===== src/rtl/alu_pkg.sv =====
// Shared encodings for the ALU result stage: result-select codes and skid-buffer states.
package alu_pkg;

    localparam logic [1:0] SEL_AND = 2'b00;
    localparam logic [1:0] SEL_OR  = 2'b01;
    localparam logic [1:0] SEL_ADD = 2'b10;
    localparam logic [1:0] SEL_SUB = 2'b11;

    typedef enum logic [1:0] {
        EMPTY = 2'b00,
        HALF  = 2'b01,
        FULL  = 2'b10
    } buf_state_e;

endpackage


===== src/rtl/alu_result_mux.sv =====
// Combinational 4:1 selection of the ALU unit results.
module alu_result_mux
    import alu_pkg::*;
#(
    parameter int WIDTH = 32
) (
    input  logic [WIDTH-1:0] res_and,
    input  logic [WIDTH-1:0] res_or,
    input  logic [WIDTH-1:0] res_add,
    input  logic [WIDTH-1:0] res_sub,
    input  logic [1:0]       sel,
    output logic [WIDTH-1:0] y
);

    always_comb begin
        // NOTE: y is assigned before the case so no path can leave it unassigned and infer a latch.
        y = res_and;
        case (sel)
            SEL_OR:  y = res_or;
            SEL_ADD: y = res_add;
            SEL_SUB: y = res_sub;
            default: y = res_and;
        endcase
    end

endmodule


===== src/rtl/alu_result_stage.sv =====
// Registered ALU result stage with a 2-entry skid buffer, valid/ready handshakes and delivery counter.
// Optional macro ALU_RESULT_FLAGS_EN builds zero/negative flags stored alongside each entry.
module alu_result_stage
    import alu_pkg::*;
#(
    parameter int WIDTH = 32
) (
    input  logic             clk,
    input  logic             rst_n,
    input  logic [WIDTH-1:0] res_and,
    input  logic [WIDTH-1:0] res_or,
    input  logic [WIDTH-1:0] res_add,
    input  logic [WIDTH-1:0] res_sub,
    input  logic [1:0]       sel,
    input  logic             in_valid,
    output logic             in_ready,
    output logic [WIDTH-1:0] out_y,
    output logic             out_zero,
    output logic             out_neg,
    output logic             out_valid,
    input  logic             out_ready,
    output logic [15:0]      out_cnt
);

    buf_state_e       state_q, state_d;
    logic [WIDTH-1:0] mux_y;
    logic [WIDTH-1:0] main_y, skid_y;
    logic             accept, deliver;
    logic             load_main, main_from_skid, load_skid;

    alu_result_mux #(.WIDTH(WIDTH)) u_mux (
        .res_and (res_and),
        .res_or  (res_or),
        .res_add (res_add),
        .res_sub (res_sub),
        .sel     (sel),
        .y       (mux_y)
    );

    // Handshake readiness comes from the registered state only, never from out_ready.
    assign in_ready  = (state_q != FULL);
    assign out_valid = (state_q != EMPTY);
    assign accept    = in_valid & in_ready;
    assign deliver   = out_valid & out_ready;
    assign out_y     = main_y;

    always_comb begin
        state_d        = state_q;
        load_main      = 1'b0;
        main_from_skid = 1'b0;
        load_skid      = 1'b0;
        case (state_q)
            EMPTY: begin
                if (accept) begin
                    state_d   = HALF;
                    load_main = 1'b1;
                end
            end
            HALF: begin
                if (accept && !deliver) begin
                    state_d   = FULL;
                    load_skid = 1'b1;
                end else if (deliver && !accept) begin
                    state_d = EMPTY;
                end else if (accept && deliver) begin
                    load_main = 1'b1;
                end
            end
            FULL: begin
                if (deliver) begin
                    state_d        = HALF;
                    main_from_skid = 1'b1;
                end
            end
            default: state_d = EMPTY;
        endcase
    end

    // NOTE: sequential state uses non-blocking assignments so every register samples pre-edge values.
    always_ff @(posedge clk) begin
        if (!rst_n) state_q <= EMPTY;
        else        state_q <= state_d;
    end

    always_ff @(posedge clk) begin
        if (!rst_n)              main_y <= '0;
        else if (load_main)      main_y <= mux_y;
        else if (main_from_skid) main_y <= skid_y;
    end

    // NOTE: the skid entry has no reset; state EMPTY/HALF marks it dead, so stale data is never visible.
    always_ff @(posedge clk) begin
        if (load_skid) skid_y <= mux_y;
    end

`ifdef ALU_RESULT_FLAGS_EN
    logic main_zero, main_neg, skid_zero, skid_neg;
    logic cap_zero, cap_neg;

    assign cap_zero = (mux_y == '0);
    assign cap_neg  = mux_y[WIDTH-1];

    always_ff @(posedge clk) begin
        if (!rst_n) begin
            main_zero <= 1'b0;
            main_neg  <= 1'b0;
        end else if (load_main) begin
            main_zero <= cap_zero;
            main_neg  <= cap_neg;
        end else if (main_from_skid) begin
            main_zero <= skid_zero;
            main_neg  <= skid_neg;
        end
    end

    always_ff @(posedge clk) begin
        if (load_skid) begin
            skid_zero <= cap_zero;
            skid_neg  <= cap_neg;
        end
    end

    assign out_zero = main_zero;
    assign out_neg  = main_neg;
`else
    assign out_zero = 1'b0;
    assign out_neg  = 1'b0;
`endif

    always_ff @(posedge clk) begin
        if (!rst_n)       out_cnt <= 16'h0000;
        else if (deliver) out_cnt <= out_cnt + 16'h0001;
    end

endmodule


===== config.mk =====
export PLATFORM = sky130hd
export DESIGN_NAME = alu_result_stage
export DESIGN_NICKNAME = d
export VERILOG_FILES = /design/src/rtl/alu_pkg.sv /design/src/rtl/alu_result_mux.sv /design/src/rtl/alu_result_stage.sv
export SDC_FILE = /design/constraint.sdc
export NUM_CORES = 1
export LEC_CHECK = 0
export ABC_CLOCK_PERIOD_IN_PS = 8970
export CAP_MARGIN = 20
export CORE_MARGIN = 4
export CORE_UTILIZATION = 45
export DETAILED_ROUTE_END_ITERATION = 12
export GPL_ROUTABILITY_DRIVEN = 1
export GPL_TIMING_DRIVEN = 0
export HOLD_SLACK_MARGIN = 0.06
export PLACE_DENSITY = 0.83
export SYNTH_ARGS = -nofsm -noshare
export SYNTH_HDL_FRONTEND = slang
export SYNTH_SLANG_ARGS = --single-unit

===== constraint.sdc =====
create_clock -name clk -period 8.97 [get_ports clk]
set_clock_uncertainty 0.1 [all_clocks]
set_input_delay 0.897 -clock clk [delete_from_list [all_inputs] [get_ports clk]]
set_output_delay 0.897 -clock clk [all_outputs]
set_load 0.005 [all_outputs]

Word level (Yosys, flattened, before mapping)
Index checks and enable logic that the tools add are counted.

cells by class
  add/subtract/negate cells = 1
  equality and inequality tests = 9
  multiplexer cells = 17
  bitwise gates (word level) = 2
  reduce and logical (&&, ||, !) cells = 9

operators with widths
  operator                                       number
  case mux 32 bit (3 select lines)               1
  2-to-1 mux 32 bit                              2
  adder 16 x 1 -> 16 bit, second input constant  1
  2-to-1 mux 1 bit                               8
  2-to-1 mux 2 bit                               4
  == test 2 bit, second input constant           3
  != test 2 bit, second input constant           3
  case mux 2 bit (3 select lines)                1
  == test 2 x 1 -> 1 bit, second input constant  2
  nonzero test 2 bit                             2
  logical AND 1 bit                              3
  != test 3 bit, second input constant           1
  AND reduction 3 bit                            1
  AND 1 bit                                      2
  logical NOT 1 bit                              2
  logical NOT 2 bit                              1
  case mux 1 bit (2 select lines)                1

word-level totals
  bits in registers = 82
  bits of input ports = 134
  word-level logic and storage cells = 42

Longest topological paths before layout
Gate-level depths: netlist of run 1.

  depth in word-level cells = 8
  gate-level depth with buffers = 7
  mapped depth without buffers = 6

Cells and area by module
Synthesis of run 1 repeated with hierarchy kept, for this count alone.

second synthesis, totals
  cells, all modules = 319
  area, all modules = 4,097.7 um2

modules (own cells, without submodules)
  module            times used  cells an instance  area each (um2)  seq. area each (um2)
  alu_result_stage  1           280                3,283.1          1,961.9
  alu_result_mux    1           39                 814.5            0.0

Worst setup path after synthesis of run 1
OpenSTA, ideal clock, no wires.

  path kind = input to register
  start = input out_ready
  end = register skid_y[0], enable pin
  setup time = 0.421 ns
  arrival = 2.639 ns
  slack = 5.810 ns
  stages on the path = 4
  buffers on the path = 0
  cell sequence = o21ai_2 -> ha_1 -> nand2_1 -> nor2_1

on the way
  longest elaborated chain between the ends = 5

ends and longest elaborated chain
  what                  line                    text
  from (decl)           alu_result_stage.sv:21  input logic out_ready,
  AND 1 bit             alu_result_stage.sv:44  assign deliver = out_valid & out_ready;
  logical NOT 1 bit     alu_result_stage.sv:60  if (accept && !deliver) begin
  logical AND 1 bit     alu_result_stage.sv:60
  2-to-1 mux 1 bit      alu_result_stage.sv:60
  2-to-1 mux 1 bit      alu_result_stage.sv:52  case (state_q)
  named net load_skid   alu_result_stage.sv:29  logic load_main, main_from_skid, load_skid;
  to (signal assigned)  alu_result_stage.sv:93  if (load_skid) skid_y <= mux_y;
  to (decl)             alu_result_stage.sv:27  logic [WIDTH-1:0] main_y, skid_y;

The timed path passes the listed nets, and every way through them passes these cells.
A chain may end at the register's enable or synchronous reset.

Final worst setup path of run 1
  start = input sel[1]
  end = register main_y[3], in the netlist out_y[3]

on the way
  longest elaborated chain between the ends = 3
  elaborated cells between the ends (all ways) = 5
  classes of those cells = eq/ne: 3; mux: 2

ends and longest elaborated chain
  what                                                     line                    text
  from (decl)                                              alu_result_stage.sv:14  input logic [1:0] sel,
  == test 2 bit or == test 2 x 1 -> 1 bit (tied branches)  alu_result_mux.sv:18    case (sel)
  case mux 32 bit (3 select lines) (*)                     alu_result_mux.sv:18
  named net mux_y[3]                                       alu_result_stage.sv:26  logic [WIDTH-1:0] mux_y;
  2-to-1 mux 32 bit (*)                                    alu_result_stage.sv:87  else if (load_main) main_y <= mux_y;
  to (signal assigned)                                     alu_result_stage.sv:87
  to (signal assigned)                                     alu_result_stage.sv:88  else if (main_from_skid) main_y <= skid_y;
  to (decl)                                                alu_result_stage.sv:27

The timed path passes the listed nets; every way through them passes the cells marked *.

==> reports/results.txt, run 1 <==
Syn_area_per_cell -> 12.7 µm²
Main synth FF type -> dfxtp_1
Share of cells above drive strength 1 -> 13.1%
CTS tree -> built
Dpl cells -> 605
Worst path slowest cell -> buf_1
Relative slew margins -> 46.1%
PwrDens -> 142 nW/µm²
Required @ worst endpoint -> 9.07 ns
Number of gates resized after CTS -> 0
Worst setup EP type -> register
Clock buffer count from CTS -> 9
Post-route ant nets -> 0
Tmin final -> 2.67 ns
CTS Hold Bufs -> 0
Yosys warns -> 0
CP Class -> in2reg
CTS clk-pin slew, worst paths -> 0.08 ns
Type of element launching the critical path -> primary input
Vias per cell -> 5.45
Total wire length -> 11600 µm
Clock Path Buffers -> 2
Least-Margin Pin Slew -> 0.809 ns
CP Max Fanout -> 10
Root Buffer -> clkbuf_8
DR DRC count -> 0
Yosys reg bits -> 82
Die footprint -> 10400 µm²
Post-synth EDFFs -> 32
Clock Sinks -> 82
First-pass GRT wire length -> 17700 µm
Family with the most delay on the worst path -> buffers and inverters
Core area -> 8680 µm²
TritonRoute pass-1 iters -> 4
WL per Instance -> 18.6 µm
Total grt overflow -> 0
Worst Slack Setup Final -> 6.30 ns
Seq/Total Area, Yosys -> 49.3%
Worst skew pair latency -> 0.34 ns
Syn Inst Count -> 313
Non-filler instance count after layout -> 621
Syn-to-layout area delta -> 54.8%
Max rail drop VDD -> 0.0875 mV
Sequence of cells on the critical path -> clkdlybuf4s50_1 -> buf_1 -> mux4_2 -> nor2_1 -> a211oi_1
Pre-CTS setup slack -> 5.95 ns
Slowest stage delay, CP -> 0.65 ns
Via count -> 3386
Slew Viols, Final -> 0
Leak pwr -> 2.37 nW
Die Wd -> 102 µm
RSZ-0062 raised after global routing -> false
CP Buf/Inv Count -> 2
Final setup violating endpoints -> 0
Syn Std Cell Area -> 3980 µm²
Rows -> 34
Max-Cap Viols -> 0
Post-route core utilization -> 71.0%
Hold Vio Cnt, Final -> 0
Largest net degree at the start of global routing -> 33
Final setup TNS -> 0 ns
Final nets -> 644
N_diodes -> 0
Gpl congestion -> 0.837
DR iter-0 viols -> 127
Post-synth ARST share -> 0%
Setup bufs post-CTS -> 0
Yosys cell types -> 37
Initial Utilization -> 45.9%
I/O pins -> 186
Tot GR Track Use -> 22.3%
Final Cycle Share -> 29.8%
Max H-tree Level -> 3
DP HPWL -> 9060 µm
Status -> complete, no violations
CP arrival -> 2.77 ns
Initial antenna violation count -> 0
Vias in the first global route -> 3547
IO buf count -> 182
Max Fclk -> 0.375 GHz
Hold Crit Class -> reg2reg
Die extent in y -> 102 µm
## cells in the mapped netlist (all sizes together), types with 3 or more instances
cell type	instances	share of area, %
nor2	48	4.5
buf	20	2.7
clkbuf	7	0.66
xnor2	5	1.1
a21oi	3	0.38
a211oi	32	6.0
nand4	5	0.94
edfxtp	32	24
nand3	3	0.38
o21ai	3	0.47
nand2	6	0.57
mux2i	34	8.5
xor2	7	1.5
dfxtp	50	25
mux4	32	18
## logic make-up (layout without fill, tap and decap cells)
logic type,after synthesis,after routing,synth area share [%]
flip-flops,82,82,49.3
AND/OR/NAND/NOR,80,80,9.46
multiplexers,66,66,26.6
AO/OA/AOI/OAI,42,42,7.79
buffers and inverters,28,227,3.49
XOR/XNOR,12,12,2.64
adder cells (fa/ha/maj),2,2,0.628
other,1,2,0.0942
## layer usage
layer	routed length [µm]	vias to the layer above	GRT usage, %
met5	0	-	0
li1	-	1592	-
met4	149	0	6.86
met3	1040	14	6.21
met2	6030	143	39.4
met1	4340	1637	26.4
## cell usage in the layout (no fill, tap or decap), types with 2 or more instances in the layout
cell / n
a211oi_1: 32
a21oi_1: 3
and2_1: 2
and3_1: 2
buf_1: 7
buf_2: 6
buf_4: 7
clkbuf_1: 7
clkbuf_8: 10
clkdlybuf4s50_1: 182
clkinv_2: 3
conb_1: 2
dfxtp_1: 50
edfxtp_1: 32
ha_1: 2
mux2i_1: 34
mux4_2: 32
nand2_1: 6
nand2b_1: 2
nand3_1: 3
nand3b_1: 2
nand4_1: 4
nor2_1: 47
nor3_1: 2
nor4_1: 2
o21ai_0: 2
or3_1: 2
xnor2_1: 5
xor2_1: 7
## worst register-to-register path: stages (launching register included)
cell and delay [ns]:
dfxtp_1 0.31, buf_4 0.16, o21ai_2 0.35, ha_1 0.22
nand2_1 0.10, nor2_4 0.12, buf_12 0.23
## final cells by class
type	instances	area [µm²]
Timing Repair Buffer	183	1840
Inverter	1	3.75
Multi-Input combinational cell	204	1890
Clock buffer	10	138
Tap cell	108	135
Sequential cell	82	1960
Buffer	27	135
Fill cell	652	2510
Clock inverter	6	56.3
## path summary, 6_finish.rpt
check	start	end	slack, ns	depth (start not counted)
worst max register to register	state_q[1]	skid_y[9]	7.06	6
worst min-delay path	out_cnt[15]	out_cnt[15]	0.40	2
worst max-delay path	sel[1]	out_y[3]	6.30	5
worst min register to register	out_cnt[15]	out_cnt[15]	0.40	2
## metrics by stage
stage | hold slack, ns | power [W] | area (µm²)
6_report | 0.404 | 0.000873 | 6160
5_1_grt | 0.425 | 0.000912 | 6160
4_1_cts | 0.405 | 0.000879 | 6160
3_5_place_dp | 0.393 | 0.000621 | 5970
3_3_place_gp | 0.360 | 0.000615 | 5940
2_1_floorplan | 0.368 | 0.000507 | 3990
## power by group
group / internal, W / switching, W / total (W) / leakage, nW
clock: 0.000134 / 0.000128 / 0.000261 / 0.0995
sequential: 0.000412 / 0.0000103 / 0.000423 / 0.704
combinational: 0.000120 / 0.0000695 / 0.000189 / 1.56
## sequential cells by signal (all words and copies together), names as in the netlist
signal	count
out_y	32
skid_y	32
state_q	2
out_cnt	16
Power figures use the tool's default switching activity.
==> run 2, diff against run 1 <==
ABC_CLOCK_PERIOD_IN_PS = 2300   (was 8970)
CORE_UTILIZATION = 37   (was 45)
PLACE_DENSITY = 0.72   (was 0.83)
clock period = 2.3 ns   (was 8.97 ns; I/O delays follow)
==> reports/results.txt, run 2 (synthesized netlist as in run 1, its figures left out) <==
Clock Sinks -> 82 (unchanged)
Worst skew pair latency -> 0.35 ns (was 0.34 ns)
Tmin final -> 2.04 ns
CTS Hold Bufs -> 0 (unchanged)
CP arrival -> 2.00 ns (was 2.77 ns)
Commonest non-fill, non-tap cells in the layout -> 182 x clkdlybuf4s50_1, 50 x dfxtp_1, 47 x nor2_1, 34 x mux2i_1 (unchanged)
Max rail drop VDD -> 0.319 mV (was 0.0875 mV)
Post-route ant nets -> 0 (unchanged)
Status -> complete, no violations (unchanged)
Worst setup EP type -> register (unchanged)
Slew Viols, Final -> 0 (unchanged)
CP Class -> reg2reg (was in2reg)
DR DRC count -> 0 (unchanged)
CTS clk-pin slew, worst paths -> 0.09 ns (was 0.08 ns)
CP Max Fanout -> 16 (was 10)
Hold Crit Class -> in2reg (was reg2reg)
Final Cycle Share -> 88.7%
Clock buffer count from CTS -> 9 (unchanged)
Share of cells above drive strength 1 -> 13.4% (was 13.1%)
TritonRoute pass-1 iters -> 4 (unchanged)
Placed cell area -> 5990 µm² (was 5970 µm²)
Final instance area -> 6220 µm² (was 6160 µm²)
Vias per cell -> 5.11 (was 5.45)
Clock Path Buffers -> 2 (unchanged)
Type of element launching the critical path -> register (was primary input)
Fill cells -> 870 (was 652)
I/O pins -> 186 (unchanged)
DP HPWL -> 8870 µm (was 9060 µm)
WL per Instance -> 17.7 µm (was 18.6 µm)
First-pass GRT wire length -> 18300 µm (was 17700 µm)
Rows -> 37 (was 34)
IO buf count -> 182 (unchanged)
Largest net degree at the start of global routing -> 17 (was 33)
DR iter-0 viols -> 138 (was 127)
Final nets -> 646 (was 644)
Gpl congestion -> 0.750 (was 0.837)
Least-Margin Pin Slew -> 0.891 ns (was 0.809 ns)
Hold Vio Cnt, Final -> 0 (unchanged)
Total wire length -> 11600 µm (about the same)
Most common cell after layout, fill and taps aside -> clkdlybuf4s50_1 (unchanged)
Die footprint -> 12500 µm² (was 10400 µm²)
Required @ worst endpoint -> 2.26 ns (was 9.07 ns)
Via count -> 3326 (was 3386)
Relative slew margins -> 40.6% (was 46.1%)
Die Wd -> 112 µm (was 102 µm)
N_diodes -> 0 (unchanged)
Leak pwr -> 2.37 nW (about the same)
Max Fclk -> 0.490 GHz
PwrDens -> 536 nW/µm² (was 142 nW/µm²)
Max-Cap Viols -> 0 (unchanged)
Initial Utilization -> 38.2% (was 45.9%)
Max H-tree Level -> 3 (unchanged)
Die extent in y -> 112 µm (was 102 µm)
CTS tree -> built (unchanged)
Vias in the first global route -> 3490 (was 3547)
Core area -> 10400 µm² (was 8680 µm²)
Final setup violating endpoints -> 0 (unchanged)
RSZ-0062 raised after global routing -> false (unchanged)
Root Buffer -> clkbuf_8 (unchanged)
Tot GR Track Use -> 18.7% (was 22.3%)
Power, Total -> 0.00333 W (was 0.000873 W)
Syn-to-layout area delta -> 56.1% (was 54.8%)
Initial antenna violation count -> 0 (unchanged)
Total grt overflow -> 0 (unchanged)
run 2: timing repair:
item                       in CTS  in global routing
gates cloned                    1                  0
setup buffers                   0                  2
pin swaps                       0                  2
setup endpoints to repair      32                 32
gates resized for setup         1                  0
run 2: final cells by class:
type	instances	area, µm²	area share, %
clock buffer	10	138	2.21
sequential	82	1960	31.6
timing repair buffer	184	1860	29.9
buffer	27	135	2.17
inverter	1	3.75	0.0604
clock inverter	6	42.5	0.684
tap	136	170	2.74
multi-input combinational	205	1900	30.6
run 2: path summary, 6_finish.rpt:
| path | start | end | slack (ns) | depth (start not counted) |
|---|---|---|---|---|
| setup / recovery | state_q[1] | skid_y[13] | 0.26 | 6 |
| hold / removal | sel[0] | skid_y[2] | 0.32 | 2 |
| setup reg to reg | state_q[1] | skid_y[13] | 0.26 | 6 |
| hold reg to reg | out_cnt[15] | out_cnt[15] | 0.40 | 2 |
run 2: metrics by stage:
step	setup TNS, ns	util, %	hold WS (ns)	setup slack [ns]	instances
2_1_floorplan	0	-	0.314	0.300	314
3_3_place_gp	-8.75	57.5	0.360	-0.267	632
3_5_place_dp	-10.89	57.5	0.382	-0.308	632
4_1_cts	0	59.3	0.317	0.0427	649
5_1_grt	0	59.7	0.320	0.156	651
6_report	0	59.7	0.319	0.260	651
run 2: power by group:
| part | internal, W | switching, W | leakage, nW |
|---|---|---|---|
| Sequential | 0.00161 | 0.0000365 | 0.704 |
| Clock | 0.000421 | 0.000521 | 0.0899 |
| Combinational | 0.000472 | 0.000274 | 1.57 |
run 2: worst max-delay path, cell delays in order (launching register included):
cell and delay (ns):
dfxtp_1 0.30, buf_4 0.18, o21ai_2 0.37, ha_1 0.21
nand2_1 0.22, nor2_4 0.19, buf_12 0.17
run 2: layer usage:
| metal | routed length, µm | track usage (%) | up-vias |
|---|---|---|---|
| li1 | - | - | 1593 |
| met1 | 4510 | 21.8 | 1591 |
| met2 | 6030 | 33.1 | 129 |
| met3 | 856 | 6.36 | 13 |
| met4 | 162 | 4.38 | 0 |
| met5 | 0 | 0 | - |
